**config.mk**
```make
export PLATFORM = sky130hd
export DESIGN_NAME = sm_divider
export DESIGN_NICKNAME = d
export VERILOG_FILES = /design/src/rtl/sm_pkg.sv /design/src/rtl/sm_div_step.sv /design/src/rtl/sm_divider.sv
export SDC_FILE = /design/constraint.sdc
export NUM_CORES = 1
export LEC_CHECK = 0
export CORE_MARGIN = 3
export CORE_UTILIZATION = 29
export CTS_CLUSTER_SIZE = 30
export DETAILED_ROUTE_END_ITERATION = 6
export RECOVER_POWER = 25
export SLEW_MARGIN = 20
export SYNTH_ARGS = -nofsm -noshare
export SYNTH_HDL_FRONTEND = slang
export SYNTH_HIERARCHICAL = 1
export SYNTH_SLANG_ARGS = --single-unit
```
**constraint.sdc**
```tcl
create_clock -name clk -period 2.8 [get_ports clk]
set_input_delay 0.7 -clock clk [delete_from_list [all_inputs] [get_ports clk]]
set_output_delay 0.7 -clock clk [all_outputs]
set_load 0.05 [all_outputs]
```
**src/rtl/sm_pkg.sv**
```systemverilog
// Shared constants and FSM state encoding for the sign-magnitude divider.
package sm_pkg;

  localparam int W     = 21;
  localparam int MAG_W = W - 1;

  typedef enum logic [1:0] {
    IDLE = 2'd0,
    RUN  = 2'd1,
    DONE = 2'd2
  } state_t;

endpackage

```
**src/rtl/sm_div_step.sv**
```systemverilog
// One restoring-division step: shift in a dividend bit, compare, conditionally subtract.
module sm_div_step
  import sm_pkg::*;
#(
  parameter int MW = MAG_W
) (
  input  logic [MW-1:0] i_rem,
  input  logic          i_bit,
  input  logic [MW-1:0] i_div,
  output logic [MW-1:0] o_rem,
  output logic          o_qbit
);

  // The shifted remainder can momentarily need one bit more than the magnitude,
  // so compare and subtract on MW+1 bits; the difference always fits back in MW.
  logic [MW:0] w_shift;
  logic [MW:0] w_div_ext;
  logic [MW:0] w_diff;

  assign w_shift   = {i_rem, i_bit};
  assign w_div_ext = {1'b0, i_div};
  assign w_diff    = w_shift - w_div_ext;

  // Select the subtracted or the kept remainder depending on the compare.
  always_comb begin
    o_qbit = 1'b0;
    o_rem  = w_shift[MW-1:0];
    if (w_shift >= w_div_ext) begin
      o_qbit = 1'b1;
      o_rem  = w_diff[MW-1:0];
    end
  end

endmodule

```
**src/rtl/sm_divider.sv**
```systemverilog
// Sequential sign-magnitude divider: one restoring step per cycle, MSB first.
module sm_divider #(
  parameter int W = 21
) (
  input  logic         clk,
  input  logic         rst,
  input  logic         start,
  input  logic [W-1:0] A,
  input  logic [W-1:0] B,
  output logic         ready,
  output logic         done,
  output logic [W-1:0] Q,
  output logic [W-1:0] R,
  output logic         div_by_zero
);

  import sm_pkg::*;

  localparam int MW = W - 1;
  localparam int CW = $clog2(W);

  state_t        r_state;
  logic [MW-1:0] r_a;      // dividend bits not yet consumed, quotient bits shifted in below
  logic [MW-1:0] r_b;
  logic [MW-1:0] r_rem;
  logic [CW-1:0] r_count;
  logic          r_sign_q;
  logic          r_sign_r;
  logic [W-1:0]  r_q;
  logic [W-1:0]  r_r;
  logic          r_done;
  logic          r_dbz;

  logic [MW-1:0] w_rem_next;
  logic          w_qbit;
  logic [MW-1:0] w_qmag;
  logic          w_b_zero;
  logic          w_a_zero;

  sm_div_step #(.MW(MW)) u_step (
    .i_rem  (r_rem),
    .i_bit  (r_a[MW-1]),
    .i_div  (r_b),
    .o_rem  (w_rem_next),
    .o_qbit (w_qbit)
  );

  assign w_qmag   = {r_a[MW-2:0], w_qbit};
  assign w_b_zero = (B[MW-1:0] == '0);
  assign w_a_zero = (A[MW-1:0] == '0);

  assign ready       = (r_state == IDLE);
  assign done        = r_done;
  assign Q           = r_q;
  assign R           = r_r;
  assign div_by_zero = r_dbz;

  // Control FSM with registered results; done pulses in the cycle after DONE.
  always_ff @(posedge clk) begin
    if (!rst) begin
      r_state  <= IDLE;
      r_a      <= '0;
      r_b      <= '0;
      r_rem    <= '0;
      r_count  <= '0;
      r_sign_q <= 1'b0;
      r_sign_r <= 1'b0;
      r_q      <= '0;
      r_r      <= '0;
      r_done   <= 1'b0;
      r_dbz    <= 1'b0;
    end else begin
      r_done <= 1'b0;
      case (r_state)
        IDLE: begin
          if (start) begin
            r_a      <= A[MW-1:0];
            r_b      <= B[MW-1:0];
            r_rem    <= '0;
            r_count  <= CW'(MW);
            r_sign_q <= A[W-1] ^ B[W-1];
            r_sign_r <= A[W-1];
            if (w_b_zero) begin
              // Zero divisor short-circuits: saturated quotient, remainder = dividend.
              r_state <= DONE;
              r_dbz   <= 1'b1;
              r_q     <= {A[W-1] ^ B[W-1], {MW{1'b1}}};
              r_r     <= {A[W-1] & ~w_a_zero, A[MW-1:0]};
            end else begin
              r_state <= RUN;
            end
          end
        end
        RUN: begin
          r_a     <= w_qmag;
          r_rem   <= w_rem_next;
          r_count <= r_count - CW'(1);
          if (r_count == CW'(1)) begin
            r_state <= DONE;
            r_dbz   <= 1'b0;
            r_q     <= {r_sign_q & (w_qmag != '0), w_qmag};
            r_r     <= {r_sign_r & (w_rem_next != '0), w_rem_next};
          end
        end
        DONE: begin
          r_done  <= 1'b1;
          r_state <= IDLE;
        end
        default: r_state <= IDLE;
      endcase
    end
  end

endmodule

```
# Word level (Yosys, flattened, before mapping)
# Cells that the tools add are included.
[word_totals]
out_inout_bits = 45
reg_bits = 113
[op_classes]
n_bitwise = 5
n_mux = 25
eq_ne = 6
magnitude_cmp = 1
reduce_logical = 10
addsub = 2
[op_table]
columns = ["op", "n"]
rows = [
  ["2-to-1 mux 21 bit", 6],
  ["case mux 21 bit (2 select lines)", 2],
  ["case mux 20 bit (2 select lines)", 2],
  ["2-to-1 mux 20 bit", 3],
  ["logical NOT 20 bit", 2],
  ["nonzero test 20 bit", 2],
  [">= comparator 21 x 20 -> 1 bit", 1],
  ["subtractor 20 bit", 1],
  ["case mux 5 bit (2 select lines)", 1],
  ["2-to-1 mux 2 bit", 3],
  ["AND reduction 2 bit", 3],
  ["equality test 5 x 1 -> 1 bit (second input constant)", 1],
  ["2-to-1 mux 1 bit", 5],
  ["2-to-1 mux 5 bit", 1],
  ["subtractor 5 x 1 -> 5 bit (second input constant)", 1],
  ["inequality test 2 bit (second input constant)", 2],
  ["case mux 2 bit (2 select lines)", 1],
  ["AND reduction 4 bit", 1],
  ["AND 1 bit", 3],
  ["equality test 2 x 1 -> 1 bit (second input constant)", 1],
  ["equality test 2 bit (second input constant)", 1],
  ["logical NOT 2 bit", 1],
  ["inequality test 2 x 1 -> 1 bit (second input constant)", 1],
  ["case mux 1 bit (2 select lines)", 1],
  ["other kinds (3)", 3],
]

# Longest topological paths before layout
[logic_depth]
ltp_word = 6
mapped_depth = 16
depth_no_buf = 13

# Cells and area by module
# Netlist, hierarchy kept.
[by_module_without_submodules]
columns = ["mod", "n_inst", "cells_per_inst", "area_per_inst_um2"]
rows = [
  ["sm_divider", 1, 542, 4471.8],
  ["sm_div_step", 1, 221, 1541.5],
]

# Worst setup path before layout
# No wires, ideal clock.
[synth_timing]
path_kind = "register to register"
start = "register r_b[13]"
end = "register r_r[20] (netlist: R[20])"
synth_period_minus_slack_ns = 3.039
n_path_buf = 3
t_arrival_ns = 2.907
path_slack_ns = -0.239
setup_time_ns = 0.131
stages_incl_launch_ff = 16
cell_sequence = "dfxtp_1 inv_1 ha_1 buf_2 and4_1 and3_1 a221oi_1 o21a_1 buf_4 and2_4 buf_6 mux2_4 nor4_1 nand3_1 o211ai_1 a311oi_1"
[synth_via]
elab_chain_cells = 6
elab_cells_between_ends = 7
classes_between = "1 x add/sub; 1 x order compare; 3 x mux; 1 x bitwise; 1 x reduce/logical"
[synth_lines]
columns = ["element", "line", "text"]
rows = [
  ["start: declaration", "sm_divider.sv:24", "logic [MW-1:0] r_b;"],
  ["start signal: assignment", "sm_divider.sv:78", "r_b <= B[MW-1:0];"],
  [">= comparator 21 x 20 -> 1 bit", "sm_div_step.sv:28", "if (w_shift >= w_div_ext) begin"],
  ["2-to-1 mux 20 bit", "sm_div_step.sv:28", ""],
  ["via w_rem_next[7]", "sm_divider.sv:34", "logic [MW-1:0] w_rem_next;"],
  ["nonzero test 20 bit", "sm_divider.sv:102", "r_r <= {r_sign_r & (w_rem_next != '0), w_rem_next};"],
  ["AND 1 bit", "sm_divider.sv:102", ""],
  ["2-to-1 mux 21 bit", "sm_divider.sv:98", "if (r_count == CW'(1)) begin"],
  ["case mux 21 bit (2 select lines)", "sm_divider.sv:74", "case (r_state)"],
  ["end signal: assignment", "sm_divider.sv:88", "r_r <= {A[W-1] & ~w_a_zero, A[MW-1:0]};"],
  ["end signal: assignment", "sm_divider.sv:102", ""],
  ["end: declaration", "sm_divider.sv:30", "logic [W-1:0] r_r;"],
]
# The timed path passes the listed nets, and every way through them passes these cells. The select of a mux whose other input is x is not followed.
# A chain may end at the register's enable or synchronous reset.

# Worst setup path after layout
[layout_timing]
start = "register r_b[10]"
end = "register r_r[20] (netlist: R[20])"
# The elaborated chain is that of the path after synthesis.

==> run_results.csv <==
group,metric,value,unit
worst_setup_path,cp_max_fo,8,
pwr,power.density,1535,nW/um2
routing,route.detailed.wl_per_inst,17.41,um
worst_setup_path,critPathLaunchType,"register",
sta,rsz0062_at_grt,"yes",
sta,fin_tns_setup,-0.06128,ns
yosys,synth_cell_types,59,
yosys,synth_top_cells_by_area,"sky130_fd_sc_hd__dfxtp_1, sky130_fd_sc_hd__a21oi_1, sky130_fd_sc_hd__nand2_1",
sta,timing.final.ws_setup,-0.06128,ns
yosys,synth_async_sr_flop_share,0,
global_route,antenna_violations_before_repair,0,
sta,period_share,1.022,
placement,hpwl,15.26,mm
clock_network,htree_num_levels,4,
sta,slew_viol_final,0,
sta,setup_violating_endpoint_count_in_the_final_report,1,
outcome,run_status,"finished with violations",
routing,detailroute.via_count,6382,
floorplanning,vert_die_dim,150.0,um
yosys,syn-instance-count,763,
cells_and_area,register_cell_area_after_layout,2288,um2
routing,drtIter0Drc,526,
sta,finalHoldViolations,0,
cells_and_area,fillerInstances,1998,
worst_setup_path,critPathArrivalTime,3.15,ns
floorplanning,die-area,22500,um2
placement,routabilityCongestion,0.9552,
yosys,syn_nets,831,
routing,vias_per_cell,5.244,
yosys,synthFlopType,"sky130_fd_sc_hd__dfxtp_1",
yosys,synth_sequential_area_ratio,0.3762,
clock_network,path_clk_slew,0.06,ns
sta,slew_headroom,0.2711,
worst_setup_path,timing_worst_setup_path_type,"register to register",
floorplanning,core_area,20300,um2
clock_network,insertion_delay,0.42,ns
pwr,ir_drop,1.120,mV
cells_and_area,num_antenna_cells,0,
global_route,number_of_global_route_vias_before_repair,6153,
yosys,postSynthRegisterBits,113,
routing,antenna_left,0,
cells_and_area,multiInputGateArea,3790,um2
global_route,grt_first_pass_wirelength,32.73,mm
routing,drc_errors,0,
yosys,yosysWarnings,6,
job,timing.max_cap.violations,0,
sta,worstMarginPinSlew,1.093,ns
worst_setup_path,critical_path_required,3.09,ns
pwr,leakage,3.502,nW
cells_and_area,final_common_cell,"sky130_fd_sc_hd__nand2_1",
yosys,yosysTopAreaCell,"sky130_fd_sc_hd__dfxtp_1",
yosys,mappedNetlistArea,6013,um2
yosys,syn_area_per_cell,7.881,um2
cells_and_area,fin_area,9005,um2
sta,final_worst_clock_skew,0.01119,ns
floorplanning,num_rows,52,
clock_network,cts-root-to-sink-buffers,2,
cells_and_area,nets,1002,
clock_network,tritoncts.num_buffers,17,
sta,layout_min_cycle_time,2.861,ns
global_route,overflow,0,
sta,timing.fmax,349.5,MHz
floorplanning,io_pins,90,
yosys,synth_enable_flop_cells,0,
clock_network,clock_sink_count,113,
placement,port_buffers,89,
routing,first_pass_iters,5,
cells_and_area,layout_common_cells,"sky130_fd_sc_hd__nand2_1, sky130_fd_sc_hd__buf_4, sky130_fd_sc_hd__a21oi_1",
routing,route.final.wire_length,21.19,mm
cells_and_area,post_route_cells_drive_above_1_share,0.2703,
hold_path,worst_hold_path_type,"register to register",
clock_network,clockRootBuffer,"sky130_fd_sc_hd__clkbuf_16",
yosys,yosys.area.top_type_share,0.3762,
cells_and_area,areaGrowthSynthToFinish,49.75,%
worst_setup_path,cp-end-kind,"register",
clock_network,cts_tree,"yes",
placement,dpl_cell_area,7890,um2
floorplanning,floorplan.die.width,150.0,um
outcome,violations,"setup timing",
global_route,pin_count_of_the_biggest_net_entering_global_routing,51,
floorplanning,effective_utilization_at_floorplan,0.2962,
global_route,track_usage,0.1843,
metrics by stage:
step | hold WS, ns | setup slack [ns] | total power [mW] | cells | util
6_report | 0.4528 | -0.06128 | 13.82 | 1217 | 0.4436
5_1_grt | 0.4781 | -0.1591 | 14.53 | 1217 | 0.4436
4_1_cts | 0.4559 | -0.1115 | 12.63 | 1213 | 0.4284
3_5_place_dp | 0.4480 | -0.2466 | 9.495 | 1177 | 0.3887
3_3_place_gp | 0.4454 | -0.1981 | 9.496 | 1177 | 0.3887
2_1_floorplan | 0.4363 | -0.1481 | 6.753 | 763 | -
layout make-up:
class	instances	area share
clock buffer	17	0.04724
clock inverter	15	0.01917
inverter	34	0.01417
multi-input combinational	559	0.4209
sequential	113	0.2541
tap	270	0.03752
timing repair buffer	209	0.2069
Yosys cell counts (all sizes together) (3+ instances only):
| cell type | number |
|---|---|
| mux2 | 10 |
| nand4 | 5 |
| nand3 | 15 |
| xor2 | 6 |
| nor4 | 19 |
| a21boi | 3 |
| a21o | 6 |
| nand2b | 5 |
| o21a | 4 |
| or3 | 3 |
| o31ai | 6 |
| nand2 | 142 |
| a21oi | 107 |
| mux2i | 4 |
| and2 | 3 |
| ha | 22 |
| a211oi | 26 |
| a31oi | 23 |
| clkbuf | 34 |
| and3 | 5 |
| o211ai | 4 |
| nor2 | 41 |
| o21ai | 37 |
| buf | 23 |
| dfxtp | 113 |
| o211a | 3 |
| inv | 34 |
| nor3 | 6 |
| xnor2 | 10 |
| a311oi | 23 |
worst max-delay path, stage by stage (launching register included):
cell and delay (ns):
sky130_fd_sc_hd__dfxtp_2 0.33, sky130_fd_sc_hd__inv_2 0.04, sky130_fd_sc_hd__ha_4 0.29, sky130_fd_sc_hd__and3_4 0.22, sky130_fd_sc_hd__buf_4 0.11, sky130_fd_sc_hd__o211ai_2 0.08, sky130_fd_sc_hd__a2111o_1 0.39, sky130_fd_sc_hd__and2_4 0.19
sky130_fd_sc_hd__buf_4 0.14, sky130_fd_sc_hd__mux2_4 0.31, sky130_fd_sc_hd__nor4_4 0.22, sky130_fd_sc_hd__nand3_1 0.12, sky130_fd_sc_hd__o211ai_1 0.18, sky130_fd_sc_hd__a311oi_1 0.10
worst paths after layout:
path | startpoint | end | slack (ns) | depth (start not counted)
setup / recovery | r_b[10]$_SDFFE_PN0P_ | R[20]$_SDFFE_PN0P_ | -0.06 | 13
hold / removal | r_b[3]$_SDFFE_PN0P_ | r_b[3]$_SDFFE_PN0P_ | 0.45 | 2
setup reg to reg | r_b[10]$_SDFFE_PN0P_ | R[20]$_SDFFE_PN0P_ | -0.06 | 13
hold reg to reg | r_b[3]$_SDFFE_PN0P_ | r_b[3]$_SDFFE_PN0P_ | 0.45 | 2
power breakdown:
| group | internal (mW) | switching [mW] |
|---|---|---|
| combinational | 4.89 | 4.61 |
| sequential | 1.86 | 0.243 |
| clock | 1.34 | 0.883 |
| total | 8.08 | 5.74 |
flip-flops by register name (all words and copies together), names as in the netlist:
name,flops
Q,21
R,21
div_by_zero,1
done,1
r_a,20
r_b,20
r_count,5
r_rem,20
r_sign_q,1
r_sign_r,1
r_state,2
routing by layer:
metal | GRT usage | vias to the layer above | routed length [um]
met4 | 0.06999 | 0 | 510
met5 | 0 | - | 0
met3 | 0.03876 | 35 | 1030
li1 | - | 3077 | -
met2 | 0.2877 | 200 | 9741
met1 | 0.2499 | 3070 | 9912
kinds of logic (layout without fill, tap and decap cells):
group / Yosys count / count (layout) / synth area share
multiplexers: 14 / 14 / 0.03100
buffers and inverters: 91 / 275 / 0.06908
XOR/XNOR: 16 / 16 / 0.02330
flip-flops: 113 / 113 / 0.3762
AO/OA/AOI/OAI: 251 / 251 / 0.2632
AND/OR/NAND/NOR: 255 / 255 / 0.1881
adder cells (fa/ha/maj): 23 / 23 / 0.04910
timing repair:
item                                   4_1_cts  5_1_grt
pin swaps                                   12       22
buffers inserted                             4        5
hold buffers                                 0        0
endpoints found under the hold margin        0        0
resized for setup                           32       72
setup endpoints to repair                   14       21
Note: power is estimated with default switching activity, not from simulation.
